## config.mk

```make
export PLATFORM = sky130hd
export DESIGN_NAME = instr_fetch_ctrl_flat
export DESIGN_NICKNAME = d
export VERILOG_FILES = /design/src/rtl/instr_fetch_ctrl_if.sv /design/src/rtl/instr_fetch_ctrl.sv /design/src/flat_wrapper.sv
export SDC_FILE = /design/constraint.sdc
export NUM_CORES = 1
export LEC_CHECK = 0
export ABC_AREA = 1
export ABC_CLOCK_PERIOD_IN_PS = 2350
export BUFFER_PORTS_ARGS = -buffer_cell sky130_fd_sc_hd__buf_2
export CORE_ASPECT_RATIO = 0.5
export CORE_UTILIZATION = 52
export DETAILED_ROUTE_END_ITERATION = 10
export GPL_ROUTABILITY_DRIVEN = 0
export MAX_ROUTING_LAYER = met4
export PLACE_DENSITY = 0.85
export SYNTH_ARGS = -nofsm -noshare
export SYNTH_HDL_FRONTEND = slang
export SYNTH_SLANG_ARGS = --single-unit
```

## constraint.sdc

```tcl
create_clock -name clk -period 2.35 [get_ports clk]
set_input_delay 0.235 -clock clk [delete_from_list [all_inputs] [get_ports clk]]
set_output_delay 0.235 -clock clk [all_outputs]
set_load 0.03 [all_outputs]
```

## src/rtl/instr_fetch_ctrl_if.sv

```systemverilog
// ============================================================================
// instr_fetch_ctrl_if
// Bundles the fetch controller's handshake and bus signals.
//
//   stall          : hazard hold from the pipeline
//   redirect_valid : branch/jump taken this cycle
//   redirect_pc    : byte address of the branch/jump target
//   imem_addr      : byte address presented to instruction memory
//   imem_instr     : instruction word returned for imem_addr
//   ifid_instr     : registered fetched instruction
//   ifid_pc4       : registered PC+4 of ifid_instr
//   ifid_valid     : ifid_instr is a real instruction (0 = bubble)
//   halted         : controller sits in its HALT state
//   fetch_count    : saturating fetch counter (FETCH_PERF_EN only)
//   stall_count    : saturating stall counter (FETCH_PERF_EN only)
//
// Modports: master = the fetch controller, slave = pipeline/memory side.
// Optional macro: FETCH_PERF_EN adds the two performance counters.
// ============================================================================
interface instr_fetch_ctrl_if;
    logic        stall;
    logic        redirect_valid;
    logic [31:0] redirect_pc;
    logic [31:0] imem_addr;
    logic [31:0] imem_instr;
    logic [31:0] ifid_instr;
    logic [31:0] ifid_pc4;
    logic        ifid_valid;
    logic        halted;
`ifdef FETCH_PERF_EN
    logic [31:0] fetch_count;
    logic [31:0] stall_count;
`endif

    modport master (
        input  stall, redirect_valid, redirect_pc, imem_instr,
`ifdef FETCH_PERF_EN
        output fetch_count, stall_count,
`endif
        output imem_addr, ifid_instr, ifid_pc4, ifid_valid, halted
    );

    modport slave (
        output stall, redirect_valid, redirect_pc, imem_instr,
`ifdef FETCH_PERF_EN
        input  fetch_count, stall_count,
`endif
        input  imem_addr, ifid_instr, ifid_pc4, ifid_valid, halted
    );
endinterface

```

## src/rtl/instr_fetch_ctrl.sv

```systemverilog
// ============================================================================
// instr_fetch_ctrl
// Instruction-fetch controller: owns the PC, drives instruction memory and
// registers the fetched word into the IF/ID stage. Handles stalls, branch
// redirects (with target legality check) and halts when fetch runs off the
// end of instruction memory or a redirect points somewhere illegal.
//
// Ports:
//   clk   : sole clock, rising edge
//   rst_n : asynchronous active-low reset
//   bus   : instr_fetch_ctrl_if.master (stall/redirect in, imem and IF/ID out)
//
// Parameters:
//   RESET_PC   : word-aligned PC loaded on reset
//   IMEM_WORDS : instruction memory depth in 32-bit words
//
// Optional macro: FETCH_PERF_EN adds saturating fetch_count/stall_count.
// ============================================================================
module instr_fetch_ctrl #(
    parameter logic [31:0] RESET_PC   = 32'h0000_0000,
    parameter int          IMEM_WORDS = 32
) (
    input  logic                      clk,
    input  logic                      rst_n,
    instr_fetch_ctrl_if.master        bus
);

    localparam logic [31:0] IMEM_BYTES = 32'(IMEM_WORDS * 4);

    typedef enum logic [1:0] {
        IDLE = 2'd0,
        RUN  = 2'd1,
        HALT = 2'd2
    } state_t;

    state_t      state_q;
    logic [31:0] pc_q;
    logic [31:0] ifidInstr_q;
    logic [31:0] ifidPc4_q;
    logic        ifidValid_q;
    logic        halted_q;
`ifdef FETCH_PERF_EN
    logic [31:0] fetchCount_q;
    logic [31:0] stallCount_q;
`endif

    logic [31:0] pcPlus4_d;
    logic        redirectLegal_d;

    // Sequential successor of the PC and the legality test for a redirect
    // target: it must be word aligned and land inside instruction memory.
    assign pcPlus4_d       = pc_q + 32'd4;
    assign redirectLegal_d = (bus.redirect_pc[1:0] == 2'b00) &&
                             (bus.redirect_pc < IMEM_BYTES);

    // Memory is addressed straight from the PC so the word comes back in
    // the same cycle and can be captured at the next edge.
    assign bus.imem_addr  = pc_q;
    assign bus.ifid_instr = ifidInstr_q;
    assign bus.ifid_pc4   = ifidPc4_q;
    assign bus.ifid_valid = ifidValid_q;
    assign bus.halted     = halted_q;
`ifdef FETCH_PERF_EN
    assign bus.fetch_count = fetchCount_q;
    assign bus.stall_count = stallCount_q;
`endif

    // Main controller. IDLE gives one quiet cycle after reset. In RUN and
    // HALT a redirect beats everything, including stall. When the fetch of
    // the last memory word completes, the PC is frozen on that word rather
    // than stepping past the end, so PC arithmetic can never wrap.
    always_ff @(posedge clk or negedge rst_n) begin
        if (!rst_n) begin
            state_q      <= IDLE;
            pc_q         <= RESET_PC;
            ifidInstr_q  <= 32'd0;
            ifidPc4_q    <= 32'd0;
            ifidValid_q  <= 1'b0;
            halted_q     <= 1'b0;
`ifdef FETCH_PERF_EN
            fetchCount_q <= 32'd0;
            stallCount_q <= 32'd0;
`endif
        end else begin
            case (state_q)
                IDLE: begin
                    state_q     <= RUN;
                    ifidValid_q <= 1'b0;
                    halted_q    <= 1'b0;
                end
                RUN, HALT: begin
                    if (bus.redirect_valid) begin
                        ifidValid_q <= 1'b0;
                        if (redirectLegal_d) begin
                            pc_q     <= bus.redirect_pc;
                            state_q  <= RUN;
                            halted_q <= 1'b0;
                        end else begin
                            state_q  <= HALT;
                            halted_q <= 1'b1;
                        end
                    end else if (state_q == RUN) begin
                        if (bus.stall) begin
`ifdef FETCH_PERF_EN
                            if (stallCount_q != 32'hFFFF_FFFF)
                                stallCount_q <= stallCount_q + 32'd1;
`endif
                        end else begin
                            ifidInstr_q <= bus.imem_instr;
                            ifidPc4_q   <= pcPlus4_d;
                            ifidValid_q <= 1'b1;
`ifdef FETCH_PERF_EN
                            if (fetchCount_q != 32'hFFFF_FFFF)
                                fetchCount_q <= fetchCount_q + 32'd1;
`endif
                            if (pcPlus4_d == IMEM_BYTES) begin
                                state_q  <= HALT;
                                halted_q <= 1'b1;
                            end else begin
                                pc_q <= pcPlus4_d;
                            end
                        end
                    end else begin
                        // HALT without redirect: drain the last word once.
                        if (!bus.stall)
                            ifidValid_q <= 1'b0;
                    end
                end
                default: begin
                    state_q     <= IDLE;
                    ifidValid_q <= 1'b0;
                    halted_q    <= 1'b0;
                end
            endcase
        end
    end

endmodule
```

## src/flat_wrapper.sv

```systemverilog
// flat-port wrapper written by rule: the top's interface ports become plain ports
module instr_fetch_ctrl_flat 
#(
    parameter logic [31:0] RESET_PC   = 32'h0000_0000,
    parameter int          IMEM_WORDS = 32
)
  (clk, rst_n, bus_stall, bus_redirect_valid, bus_redirect_pc, bus_imem_instr, bus_imem_addr, bus_ifid_instr, bus_ifid_pc4, bus_ifid_valid, bus_halted);
  instr_fetch_ctrl_if bus_i ();
  input  logic clk;
  input  logic rst_n;
  input wire logic [$bits(bus_i.stall)-1:0] bus_stall;
  input wire logic [$bits(bus_i.redirect_valid)-1:0] bus_redirect_valid;
  input wire logic [$bits(bus_i.redirect_pc)-1:0] bus_redirect_pc;
  input wire logic [$bits(bus_i.imem_instr)-1:0] bus_imem_instr;
  output wire logic [$bits(bus_i.imem_addr)-1:0] bus_imem_addr;
  output wire logic [$bits(bus_i.ifid_instr)-1:0] bus_ifid_instr;
  output wire logic [$bits(bus_i.ifid_pc4)-1:0] bus_ifid_pc4;
  output wire logic [$bits(bus_i.ifid_valid)-1:0] bus_ifid_valid;
  output wire logic [$bits(bus_i.halted)-1:0] bus_halted;
  assign bus_i.stall = bus_stall;
  assign bus_i.redirect_valid = bus_redirect_valid;
  assign bus_i.redirect_pc = bus_redirect_pc;
  assign bus_i.imem_instr = bus_imem_instr;
  assign bus_imem_addr = bus_i.imem_addr;
  assign bus_ifid_instr = bus_i.ifid_instr;
  assign bus_ifid_pc4 = bus_i.ifid_pc4;
  assign bus_ifid_valid = bus_i.ifid_valid;
  assign bus_halted = bus_i.halted;
  instr_fetch_ctrl #(.RESET_PC(RESET_PC), .IMEM_WORDS(IMEM_WORDS)) u_core (.clk(clk), .rst_n(rst_n), .bus(bus_i));
endmodule
```

==> flow_summary.json <==
{
  "arrival_ns": 2.78,
  "leakage_nw": 3.96,
  "io_buffers": 165,
  "dp_slack_ns": -0.120,
  "min-delay-path-class": "in -> reg",
  "clock-skew-final_ns": 0.0107,
  "clkSlewWorstSetupHoldPaths_ns": 0.07,
  "power-per-cell-area_nw_per_um2": 1330,
  "detailed_routing_iteration_count_for_the_pre_antenna_repair_pass": 7,
  "floorplan.initialDensity_pct": 54.1,
  "max_transition_margin_pct": 70.5,
  "via_count_of_the_first_global_routing_pass": 5485,
  "timing.critical_path.slowest_stage_cell": "sky130_fd_sc_hd__dfrtp_1",
  "die_width_microns": 148,
  "critical_path.most_common_cell": "sky130_fd_sc_hd__nand2_4",
  "setup_viol": 33,
  "grt.overflow.total": 0,
  "post_synth_num_cell_types": 29,
  "drt_wl_total_microns": 18200,
  "timing_max_transition_violations_final": 0,
  "cts_tree": "built",
  "synthCells": 800,
  "stdcell_count": 1133,
  "drt-wirelength-per-cell_microns": 16.1,
  "drive_gt1_share_pct": 33.4,
  "grt_max_degree": 75,
  "time_the_worst_path_needs_with_i_o_delays_and_setup_ns": 2.50,
  "cp.required_ns": 2.63,
  "post-route-worst-setup-slack_ns": -0.149,
  "tightest_hold_margin_ns": 0.0718,
  "cts.root.buffer_cell": "sky130_fd_sc_hd__clkbuf_16",
  "worst_path_dominant_cell_family": "simple AND/OR/NAND/NOR gates",
  "grtUsageTotal_pct": 33.1,
  "critical_path_class": "reg -> reg",
  "drv_cap": 0,
  "core-area_sq_um": 10300,
  "yosysSeqAreaShare_pct": 44.9,
  "tritoncts.num_buffers": 9,
  "first_pass_grt_wire_length_microns": 27300,
  "critical_path.cell_chain": "ha_4, nand2_4, nor2_4, nand2_4, nor2_4, nand2_2, nand2_2, nand2_4, nor2_2, nand2_1, nor2_2, nand4_1, nand3_4, buf_12, nand2_4, nand2_2",
  "yosysWarningCount": 0,
  "rsz0062_at_grt": "yes",
  "dp.cells": 1096,
  "clock.fmax_ghz": 0.400,
  "syn_nets": 873,
  "syn-cell-area_sq_um": 5580,
  "hold_violation_total_from_the_final_report": 0,
  "place.detailed.hpwl_microns": 12300,
  "layout_area_growth_over_synthesis_pct": 33.6,
  "cts.path.max_buffers": 2,
  "floorplan.io_pins": 166,
  "timing.setup.tns_ns": -3.70,
  "synthesis.area_per_instance_sq_um": 6.97,
  "worst-path-buf-inv": 1,
  "std_cell_rows": 26,
  "detail-route-antenna-nets": 0,
  "remaining_drcs": 0,
  "finish.net_count": 1060,
  "clk-insertion-delay-late_ns": 0.35,
  "cp-start-kind": "flip-flop",
  "clock_sinks": 100,
  "peakVddDrop_mv": 0.756,
  "grt_antenna_before_repair": 1,
  "critical_path_peak_fanout": 7,
  "layout_worst_path_cycle_share_pct": 106,
  "outcome": "finished, violations left",
  "h-tree-depth": 3,
  "floorplan.die_area_sq_um": 11200,
  "max_stage_delay_ns": 0.42,
  "fin_util_pct": 72.3,
  "die_y_microns": 75.2,
  "initialDrtViolationCount": 699,
  "drt-vias-per-instance": 5.44,
  "ys_ff_latch": 100,
  "tightest_slew_ns": 0.442,
  "cp-end-kind": "flip-flop",
  "failed_checks": "setup timing",
  "vias_after_detailed_routing": 6167
}
## sequential cells by signal, indices dropped and copies added (netlist names)
| name | flops |
|---|---|
| u_core.state_q | 2 |
| u_core.bus.ifid_valid | 1 |
| u_core.bus.imem_addr | 32 |
| u_core.bus.ifid_pc4 | 32 |
| u_core.bus.ifid_instr | 32 |
| u_core.bus.halted | 1 |
## metal layers
metal  track usage (%)  vias up  part of all wire (%)
met5                 -        -                     0
met4              13.4        0                   2.4
met3              9.33       62                    12
met2              51.2      402                    46
met1              41.3     2799                    40
li1                  -     2904                     -
## cells in the mapped netlist
cell | count | share of area, %
sky130_fd_sc_hd__a21oi_1 | 2 | 0.18
sky130_fd_sc_hd__a31oi_1 | 5 | 0.56
sky130_fd_sc_hd__and2_1 | 1 | 0.11
sky130_fd_sc_hd__buf_2 | 3 | 0.27
sky130_fd_sc_hd__buf_4 | 2 | 0.27
sky130_fd_sc_hd__buf_6 | 3 | 0.61
sky130_fd_sc_hd__clkbuf_1 | 25 | 1.7
sky130_fd_sc_hd__clkinv_1 | 1 | 0.067
sky130_fd_sc_hd__dfrtp_1 | 100 | 45
sky130_fd_sc_hd__ha_1 | 5 | 1.1
sky130_fd_sc_hd__inv_1 | 53 | 3.6
sky130_fd_sc_hd__inv_2 | 2 | 0.13
sky130_fd_sc_hd__nand2_1 | 362 | 24
sky130_fd_sc_hd__nand2_2 | 6 | 0.67
sky130_fd_sc_hd__nand2_4 | 1 | 0.20
sky130_fd_sc_hd__nand3_1 | 19 | 1.7
sky130_fd_sc_hd__nand3_2 | 1 | 0.18
sky130_fd_sc_hd__nand3b_1 | 11 | 1.5
sky130_fd_sc_hd__nand4_1 | 37 | 4.2
sky130_fd_sc_hd__nor2_1 | 86 | 5.8
sky130_fd_sc_hd__nor2_2 | 3 | 0.34
sky130_fd_sc_hd__nor2_4 | 7 | 1.4
sky130_fd_sc_hd__nor3_1 | 3 | 0.27
sky130_fd_sc_hd__nor3b_1 | 2 | 0.27
sky130_fd_sc_hd__nor4_1 | 2 | 0.22
sky130_fd_sc_hd__o21ai_0 | 51 | 4.6
sky130_fd_sc_hd__o21ai_1 | 3 | 0.27
sky130_fd_sc_hd__xnor2_1 | 1 | 0.16
sky130_fd_sc_hd__xor2_1 | 3 | 0.47
## placed cells by master, fill, tap and decap left out, drive strengths merged
cell type	count
a21oi	2
a31oi	5
and2	1
buf	207
clkbuf	10
clkinv	4
dfrtp	100
diode	1
dlygate4sd3	1
ha	5
inv	59
nand2	369
nand3	20
nand3b	11
nand4	37
nor2	96
nor3	3
nor3b	2
nor4	2
o21ai	54
xnor2	1
xor2	3
## repair_timing
| item | in CTS | in global routing |
|---|---|---|
| cloned | 1 | 1 |
| resized for setup | 31 | 80 |
| hold buffers | 1 | 0 |
| pin swaps | 14 | 39 |
| endpoints found under the setup margin | 33 | 33 |
| buffers inserted | 9 | 8 |
| endpoints found under the hold margin | 26 | 0 |
## cell families after synthesis
family,Yosys count,share of synthesized area (%)
flops,100,44.9
buf+inv,89,6.60
compound gates,61,5.59
xor+xnor,4,0.628
fa+ha+maj,5,1.12
simple gates,541,41.2
## where the power goes
group	leakage (nW)	switching, W	internal [W]	total (W)
sequential	1.25	0.000735	0.00248	0.00321
clock	0.144	0.000718	0.000738	0.00146
combinational	2.57	0.00353	0.00168	0.00521
## worst reg2reg max path, cell delays in order, from the launching register on
cell	delay, ns
sky130_fd_sc_hd__dfrtp_1	0.42
sky130_fd_sc_hd__ha_4	0.18
sky130_fd_sc_hd__nand2_4	0.07
sky130_fd_sc_hd__nor2_4	0.17
sky130_fd_sc_hd__nand2_4	0.11
sky130_fd_sc_hd__nor2_4	0.18
sky130_fd_sc_hd__nand2_2	0.08
sky130_fd_sc_hd__nand2_2	0.10
sky130_fd_sc_hd__nand2_4	0.08
sky130_fd_sc_hd__nor2_2	0.11
sky130_fd_sc_hd__nand2_1	0.07
sky130_fd_sc_hd__nor2_2	0.14
sky130_fd_sc_hd__nand4_1	0.21
sky130_fd_sc_hd__nand3_4	0.23
sky130_fd_sc_hd__buf_12	0.17
sky130_fd_sc_hd__nand2_4	0.06
sky130_fd_sc_hd__nand2_2	0.08
## per-stage QoR
stage,instance area (sq um),power [W]
after global placement,6660,0.00763
after floorplan,5580,0.00612
after detailed placement,6660,0.00774
after CTS,7150,0.00936
after global routing,7450,0.0105
final,7450,0.00987
## final timing paths
check	to	from	slack (ns)	cells after the start
max	u_core.bus.imem_addr[25]	u_core.bus.imem_addr[2]	-0.15	16
min	u_core.bus.ifid_instr[21]	bus_imem_instr[21]	0.07	3
max reg2reg	u_core.bus.imem_addr[25]	u_core.bus.imem_addr[2]	-0.15	16
min reg2reg	u_core.bus.ifid_instr[31]	u_core.bus.ifid_instr[31]	0.47	2
max in group asynchronous	u_core.bus.imem_addr[18]	rst_n	1.29	3
min in group asynchronous	u_core.bus.ifid_instr[25]	rst_n	0.33	2
## area by class of cell
type / instances / area [sq um]
antenna: 1 / 2.50
clock buffer: 9 / 225
clock inverter: 7 / 58.8
fill: 738 / 2860
inverter: 56 / 213
multi-input combinational: 611 / 3000
sequential: 100 / 2520
tap: 140 / 175
timing repair buffer: 209 / 1260
Note: power is estimated with default switching activity, not from simulation.
